[src/rtl/vga_timing_gen.sv]
// VGA raster timing: pixel-rate divider, x/y counters and decoded sync/blanking/strobe outputs.
// Optional 16-bit frame counter port out_frame is built when VGA_FRAME_COUNT_EN is defined.
module vga_timing_gen #(
  parameter int unsigned CLK_DIV  = 4,
  parameter int unsigned D_WIDTH  = 640,
  parameter int unsigned D_HEIGHT = 480,
  parameter int unsigned H_FP     = 16,
  parameter int unsigned H_SYNC   = 96,
  parameter int unsigned H_BP     = 48,
  parameter int unsigned V_FP     = 10,
  parameter int unsigned V_SYNC   = 2,
  parameter int unsigned V_BP     = 33
) (
  input  logic        in_clock,
  input  logic        in_reset,
  input  logic        in_pause,
  output logic        out_pix_stb,
  output logic        out_hs,
  output logic        out_vs,
  output logic [11:0] out_x,
  output logic [11:0] out_y,
  output logic        out_active,
  output logic        out_animate,
  output logic        out_ani_stb,
  output logic        out_end_screen
`ifdef VGA_FRAME_COUNT_EN
  ,
  output logic [15:0] out_frame
`endif
);

  localparam int unsigned H_TOTAL = D_WIDTH + H_FP + H_SYNC + H_BP;
  localparam int unsigned V_TOTAL = D_HEIGHT + V_FP + V_SYNC + V_BP;
  localparam int unsigned DIV_W   = (CLK_DIV > 1) ? $clog2(CLK_DIV) : 1;

  localparam logic [DIV_W-1:0] DIV_MAX = DIV_W'(CLK_DIV - 1);
  localparam logic [11:0] X_ACT  = 12'(D_WIDTH);
  localparam logic [11:0] HS_BEG = 12'(D_WIDTH + H_FP);
  localparam logic [11:0] HS_END = 12'(D_WIDTH + H_FP + H_SYNC);
  localparam logic [11:0] X_MAX  = 12'(H_TOTAL - 1);
  localparam logic [11:0] Y_ACT  = 12'(D_HEIGHT);
  localparam logic [11:0] VS_BEG = 12'(D_HEIGHT + V_FP);
  localparam logic [11:0] VS_END = 12'(D_HEIGHT + V_FP + V_SYNC);
  localparam logic [11:0] Y_MAX  = 12'(V_TOTAL - 1);

  logic [DIV_W-1:0] r_div;
  logic [11:0]      r_x;
  logic [11:0]      r_y;
  logic             w_pix_stb;
  logic             w_x_wrap;
  logic             w_end_screen;

  // With CLK_DIV=1 the divider sits at 0 == DIV_MAX, so the strobe is held high.
  assign w_pix_stb    = (r_div == DIV_MAX);
  assign w_x_wrap     = (r_x == X_MAX);
  assign w_end_screen = w_pix_stb && w_x_wrap && (r_y == Y_MAX);

  always_ff @(posedge in_clock) begin
    if (in_reset) begin
      r_div <= '0;
      r_x   <= '0;
      r_y   <= '0;
    end else begin
      r_div <= w_pix_stb ? '0 : r_div + 1'b1;
      if (w_pix_stb) begin
        if (w_x_wrap) begin
          r_x <= '0;
          r_y <= (r_y == Y_MAX) ? '0 : r_y + 12'd1;
        end else begin
          r_x <= r_x + 12'd1;
        end
      end
    end
  end

`ifdef VGA_FRAME_COUNT_EN
  logic [15:0] r_frame;

  always_ff @(posedge in_clock) begin
    if (in_reset) begin
      r_frame <= '0;
    end else if (w_end_screen) begin
      r_frame <= r_frame + 16'd1;
    end
  end

  assign out_frame = r_frame;
`endif

  assign out_pix_stb    = w_pix_stb;
  assign out_x          = r_x;
  assign out_y          = r_y;
  assign out_hs         = !((r_x >= HS_BEG) && (r_x < HS_END));
  assign out_vs         = !((r_y >= VS_BEG) && (r_y < VS_END));
  assign out_active     = (r_x < X_ACT) && (r_y < Y_ACT);
  assign out_animate    = (r_y >= Y_ACT);
  assign out_ani_stb    = w_pix_stb && (r_x == 12'd0) && (r_y == Y_ACT) && !in_pause;
  assign out_end_screen = w_end_screen;

endmodule

[config.mk]
export PLATFORM = sky130hd
export DESIGN_NAME = vga_timing_gen
export DESIGN_NICKNAME = d
export VERILOG_FILES = /design/src/rtl/vga_timing_gen.sv
export SDC_FILE = /design/constraint.sdc
export NUM_CORES = 1
export LEC_CHECK = 0
export CELL_PAD_IN_SITES_DETAIL_PLACEMENT = 2
export CELL_PAD_IN_SITES_GLOBAL_PLACEMENT = 2
export CORE_ASPECT_RATIO = 1.5
export CORE_MARGIN = 3
export CORE_UTILIZATION = 26
export CTS_BUF_LIST = sky130_fd_sc_hd__clkbuf_4
export CTS_CLUSTER_DIAMETER = 60
export DETAILED_ROUTE_END_ITERATION = 8
export MAX_ROUTING_LAYER = met4
export PLACE_DENSITY = 0.74
export SLEW_MARGIN = 20
export SYNTH_ARGS = -nofsm -noshare
export SYNTH_HDL_FRONTEND = slang
export SYNTH_SLANG_ARGS = --single-unit
[constraint.sdc]
create_clock -name in_clock -period 2.1 [get_ports in_clock]
set_input_delay 0.315 -clock in_clock [delete_from_list [all_inputs] [get_ports in_clock]]
set_output_delay 0.315 -clock in_clock [all_outputs]
set_load 0.05 [all_outputs]
==> impl_metrics.yaml, run 1 <==
critical_path:
  crit_path_max_fanout: 7
  cpPeakStageDelay_ps: 540
  arrival_ps: 2060
  crit_path_end_kind: "primary output"
  rr_worst_depth: 6
  crit_slowest_cell: "or4_4"
  start_kind: "register"
  path_depth: 4
  crit_buf_inv: 1
  crit_top_cell: "or4_4"
  crit_chain: "or4_4 > or4_4 > nor2_4 > buf_12"
  worstSetupPathType: "reg -> out"
  critPathTopFamily: "simple AND/OR/NAND/NOR gates"
  required_ps: 1780
grt:
  grt.total_usage_pct: 18.2
  grt_max_degree: 16
  antenna_found_initial: 0
  grt.overflow.total: 0
  first_global_vias: 1764
  grt_pass1_wl_um: 8990
floorplanning:
  ios: 34
  fp-row-count: 32
  dieHeight_um: 97.2
  core_mm2: 0.00525
  die_x_um: 66.8
  initial_utilization_pct: 27.5
  die_area_mm2: 0.00649
clock_network:
  worst_skew_pair.late_latency_ps: 350
  ctsRootBufferMaster: "clkbuf_4"
  cts.htree.levels: 1
  hold_buffers: 0
  cts.sinks: 26
  clock_path_buffers: 2
  cts_buffers: 3
  cts.reportedPaths.clkPinSlew_ps: 170
  cts_tree: "done"
timing:
  maxSlewViolCount: 0
  slew_headroom_pct: 60.8
  setup_viol: 2
  final.setup.worst_slack_ps: -271
  timing_worst_slew_pin_value_ps: 586
  min_period_ps: 2370
  setup_tns_ps: -409
  timing.hold.ws_ps: 486
  period_share_pct: 113
  finClkSkew_ps: 26.6
  hold_viol_final: 0
  fmax_ghz: 0.422
  rsz0062_at_grt: "yes"
yosys:
  synth.net_count: 188
  async_flop_share_pct: 0
  synth_cell_types: 33
  yosysSeqAreaShare_pct: 36.1
  syn_area_per_cell_um2: 8.05
  synthCells: 179
  synth_warnings: 0
  synth-seq-cells: 26
  synth-edff-count: 0
  synth_ff_type: "dfxtp_1"
  synth.cell_area_mm2: 0.00144
hold_path:
  hold_path.class: "reg -> reg"
  hold-path-cell-count: 1
route:
  ant_nets: 0
  drcViolationCount: 0
  num_vias: 1628
  first_pass_iters: 4
  post_drt_wl_per_cell_um: 20.1
  drt-total-wl_um: 6050
  post_drt_via_cell_ratio: 5.41
  drt_iter0_drc: 60
outcome:
  violations: "setup timing"
  outcome: "complete, but fails checks"
pwr:
  power.density_mw_per_mm2: 362
  leakage_nw: 0.868
  finalPower_mw: 0.827
  vdd_drop_max_uv: 322
finish:
  num-nets-final: 243
  drive_above_1_share_pct: 33.0
  mostFrequentLayoutCell: "buf_4"
  layout.cells.non_filler: 301
  fin_area_mm2: 0.00228
  final_cell_mix: "buf_4 (30), clkdlybuf4s50_1 (22), nor2_1 (16)"
  diodes: 0
  area_delta_synth_final_pct: 58.6
placement:
  dpl_cell_area_mm2: 0.00208
  port_buffers: 33
  gp_routability_congestion: 0.817
  dp_cells: 289
  detailed_place_hpwl_um: 4240
job:
  maxCapViolCount: 0
## final cells by class
cell class,count,area (um^2)
Clock buffer,4,30.0
Tap cell,68,85.1
Fill cell,587,2960
Inverter,12,45.0
Sequential cell,26,554
Multi-Input combinational cell,129,975
Timing Repair Buffer,62,596
## state kept, by name, summed over array words and instances (netlist names)
register,count
out_y,12
r_div,2
out_x,12
## cell families (layout without fill, tap and decap cells)
| family | after synthesis | in the layout | synth area share, % |
|---|---|---|---|
| AO/OA/AOI/OAI | 28 | 28 | 12.5 |
| buffers and inverters | 24 | 78 | 6.34 |
| XOR/XNOR | 11 | 11 | 6.69 |
| flip-flops | 26 | 26 | 36.1 |
| AND/OR/NAND/NOR | 84 | 84 | 33.1 |
| adder cells (fa/ha/maj) | 6 | 6 | 5.21 |
## report_power, final
| group | switching (mW) | total (mW) | internal (mW) | leakage [nW] |
|---|---|---|---|---|
| Combinational | 0.0390 | 0.0662 | 0.0271 | 0.629 |
| Sequential | 0.00678 | 0.501 | 0.495 | 0.220 |
| Clock | 0.172 | 0.259 | 0.0874 | 0.0184 |
| Total | 0.218 | 0.827 | 0.609 | 0.868 |
## through the flow
step	worst slack, ps	utilization, %
3_3_place_gp	101	39.6
2_1_floorplan	-271	-
5_1_grt	-311	43.6
6_report	-271	43.6
3_5_place_dp	2.20	39.6
4_1_cts	-290	41.0
## path summary, 6_finish.rpt
| path | endpoint | slack, ps | startpoint |
|---|---|---|---|
| setup / recovery | out_end_screen | -270 | out_x[6] |
| setup reg to reg | out_y[4] | 0 | out_x[6] |
| hold reg to reg | r_div[0] | 490 | r_div[0] |
| hold / removal | r_div[0] | 490 | r_div[0] |
## cells in the mapped netlist, types with 3 or more instances
master,instances,share of area (%)
dfxtp_1,26,36
nor2_1,17,4.4
a21oi_1,12,4.2
inv_1,12,3.1
clkbuf_1,11,2.9
nand2_1,11,2.9
nand3_1,10,3.5
nand4_1,10,4.3
ha_1,6,5.2
o32ai_1,6,3.6
or3_1,6,2.6
xor2_1,6,3.6
nor3_1,5,1.7
xnor2_1,5,3.0
and3_1,4,1.7
and4_1,4,2.4
nor4b_1,3,1.8
o21ai_0,3,1.0
## per-layer routing
| metal | global-route usage [%] | wire, um | vias up |
|---|---|---|---|
| met4 | 3.13 | 70 | 0 |
| met5 | - | 0 | - |
| met3 | 1.62 | 180 | 6 |
| met1 | 18.9 | 2210 | 830 |
| met2 | 35.8 | 3600 | 33 |
| li1 | - | - | 759 |
## what timing repair did
item	in CTS	in global routing
setup endpoints to repair	6	17
gates resized for setup	6	22
pin swaps	2	3
setup buffers	2	7
Power figures use the tool's default switching activity.
==> inputs of run 2 (changes only) <==
--- a/config.mk
+++ b/config.mk
@@ -5,16 +5,16 @@
 export SDC_FILE = /design/constraint.sdc
 export NUM_CORES = 1
 export LEC_CHECK = 0
+export ABC_AREA = 1
 export CELL_PAD_IN_SITES_DETAIL_PLACEMENT = 2
 export CELL_PAD_IN_SITES_GLOBAL_PLACEMENT = 2
 export CORE_ASPECT_RATIO = 1.5
-export CORE_MARGIN = 3
 export CORE_UTILIZATION = 26
 export CTS_BUF_LIST = sky130_fd_sc_hd__clkbuf_4
 export CTS_CLUSTER_DIAMETER = 60
 export DETAILED_ROUTE_END_ITERATION = 8
 export MAX_ROUTING_LAYER = met4
-export PLACE_DENSITY = 0.74
+export PLACE_DENSITY = 0.75
 export SLEW_MARGIN = 20
 export SYNTH_ARGS = -nofsm -noshare
 export SYNTH_HDL_FRONTEND = slang
==> run 2 against run 1 <==
  * The flow now finishes without violations
  * Die area grew 0.72%
  * First-iteration DRC count shrank 28%
  * Non-clock buffer count shrank 20
  * Wire length shrank 7.5%
  * Clock power shrank 12%
  * Utilization shrank 5.2 points
  * Design area shrank 0.82%
  * Register-to-register slack gained 450 ps
  * Largest cell class unchanged
==> impl_metrics.yaml, run 2 <==
route:
  post_drt_via_cell_ratio: 4.86
  drt_iter0_drc: 43
  ant_nets: 0
  drcViolationCount: 0
  post_drt_wl_per_cell_um: 16.0
  num_vias: 1696
  drt-total-wl_um: 5600
  first_pass_iters: 4
timing:
  min_period_ps: 2060
  hold_viol_final: 0
  slew_headroom_pct: 65.4
  setup_tns_ps: 0
  setup_viol: 0
  maxSlewViolCount: 0
  fmax_ghz: 0.485
  finClkSkew_ps: 8.45
  timing_worst_slew_pin_value_ps: 517
  period_share_pct: 98.2
yosys:
  syn_area_per_cell_um2: 6.87
  synth-seq-cells: 26
  synth_most_common_cell: "nand2_1"
  netlist.area_leader.share_pct: 32.2
  synth-edff-count: 0
  async_flop_share_pct: 0
  yosys.area_share.xor_xnor_pct: 4.34
  synthTopCellsByCount: "nand2_1 (55), nor2_1 (42), dfxtp_1 (26), inv_1 (26), nand3_1 (21)"
  synth_ff_type: "dfxtp_1"
  synthMuxAreaShare_pct: 0
  synth_warnings: 0
  synth.net_count: 244
  synthAdderAreaFrac_pct: 4.65
  synthCells: 235
  yosys-top-cells-area: "dfxtp_1 (32%), nand2_1 (13%), nor2_1 (9.8%), nand3_1 (6.5%), inv_1 (6.0%)"
  synth_cell_types: 30
  yosys.area_share.simple_pct: 42.8
  synth_top_family_by_area: "simple AND/OR/NAND/NOR gates"
  yosysSeqAreaShare_pct: 32.2
  yosysTopAreaCell: "dfxtp_1"
  synth_compound_area_share_pct: 8.22
  synth.cell_area_mm2: 0.00161
placement:
  port_buffers: 33
  detailed_place_hpwl_um: 4440
  dpl_cell_area_mm2: 0.00212
  gp_routability_congestion: 0.753
finish:
  diodes: 0
  final_cell_mix: "nand2_1 (53), nor2_1 (40), inv_1 (25)"
  num-nets-final: 287
  regArea_um2: 546
  multi_input_area_mm2: 0.00106
  area_delta_synth_final_pct: 40.4
  mostFrequentLayoutCell: "nand2_1"
  fin_area_mm2: 0.00227
  fillers: 703
  drive_above_1_share_pct: 26.7
critical_path:
  start_kind: "register"
  crit_path_max_fanout: 7
  worstSetupPathType: "reg -> out"
  required_ps: 1780
  arrival_ps: 1750
  crit_path_end_kind: "primary output"
pwr:
  leakage_nw: 0.869
  switchingPower_mw: 0.205
  vdd_drop_max_uv: 137
  power_frac_clock_pct: 28.7
  finalPower_mw: 0.794
  internal_power_mw: 0.589
  sequentialPowerShare_pct: 63.4
  p_comb_share_pct: 8.0
  power.density_mw_per_mm2: 351
  p_sw_share_pct: 25.8
clock_network:
  clock_path_buffers: 2
  cts.reportedPaths.clkPinSlew_ps: 140
  cts.htree.levels: 1
  cts_buffers: 3
  worst_skew_pair.late_latency_ps: 330
  cts_tree: "done"
  ctsRootBufferMaster: "clkbuf_4"
  cts.sinks: 26
job:
  maxCapViolCount: 0
floorplanning:
  ios: 34
  die_area_mm2: 0.00653
  die_x_um: 66.3
  core_mm2: 0.00591
  dieHeight_um: 98.5
  fp-row-count: 34
  initial_utilization_pct: 27.3
hold_path:
  hold_path.class: "reg -> reg"
grt:
  antenna_found_initial: 0
  grt_max_degree: 15
  first_global_vias: 1829
  grt.total_usage_pct: 18.5
  grt.overflow.total: 0
  grt_pass1_wl_um: 8880
outcome:
  outcome: "completed"
run 2: changes by cell type after synthesis, sizes merged, moves of 4 or more:
cell,delta
nand2,+49
and4,-4
o32ai,-6
and3,-4
or3,-6
clkbuf,-9
inv,+15
nand3,+16
nand4,-7
nor2,+31
run 2: worst paths after layout:
kind             from           to  slack [ps]  depth (start not counted)
max          r_div[0]  out_ani_stb          40                          6
min          r_div[0]     r_div[0]         440                          1
max reg2reg  out_x[6]     out_y[8]         450                          8
min reg2reg  r_div[0]     r_div[0]         440                          1
run 2: timing repair:
| action | in CTS | in global routing |
|---|---|---|
| buffers inserted | 0 | 5 |
| hold buffers | 0 | 0 |
| resized for setup | 8 | 19 |
| pin swaps | 1 | 5 |
| setup endpoints to repair | 3 | 5 |
run 2: final cells by class:
class	instances	area share [%]
clock inverter	1	0.166
clock buffer	3	0.994
sequential	26	24.1
inverter	27	4.47
multi-input combinational	178	46.7
tap	72	3.98
timing repair buffer	42	19.6
run 2: power by group through the flow:
stage,combinational [mW],sequential [mW],clock (mW)
global placement,0.0588,0.514,0
global route,0.0694,0.505,0.259
finish,0.0632,0.503,0.228
floorplan,0.0332,0.519,0
detailed placement,0.0607,0.515,0
CTS,0.0633,0.504,0.239
run 2: critical path, cell delays in order, from the launching register on:
cell and delay, ps:
dfxtp_2 380, ha_4 190, inv_1 130, nor4_2 270
nand3_1 170, nor2_4 130, buf_12 140
run 2: routing by layer:
layer	up-vias	wire length, um	global-route usage, %
li1	828	-	-
met1	821	2120	18.5
met2	36	3210	36.5
met3	11	135	1.39
met4	0	136	4.91
met5	-	0	-
run 2: logic make-up after synthesis:
group | Yosys count
buf+inv | 31
simple gates | 147
fa+ha+maj | 6
compound gates | 17
xor+xnor | 8
flops | 26
run 2: stage by stage:
stage	std cells	hold slack [ps]	util, %	setup slack [ps]
floorplan	235	404	-	64.0
global placement	340	419	35.9	391
detailed placement	340	427	35.9	345
CTS	344	491	36.7	5.02
global route	349	468	38.3	-45.7
finish	349	444	38.3	37.4
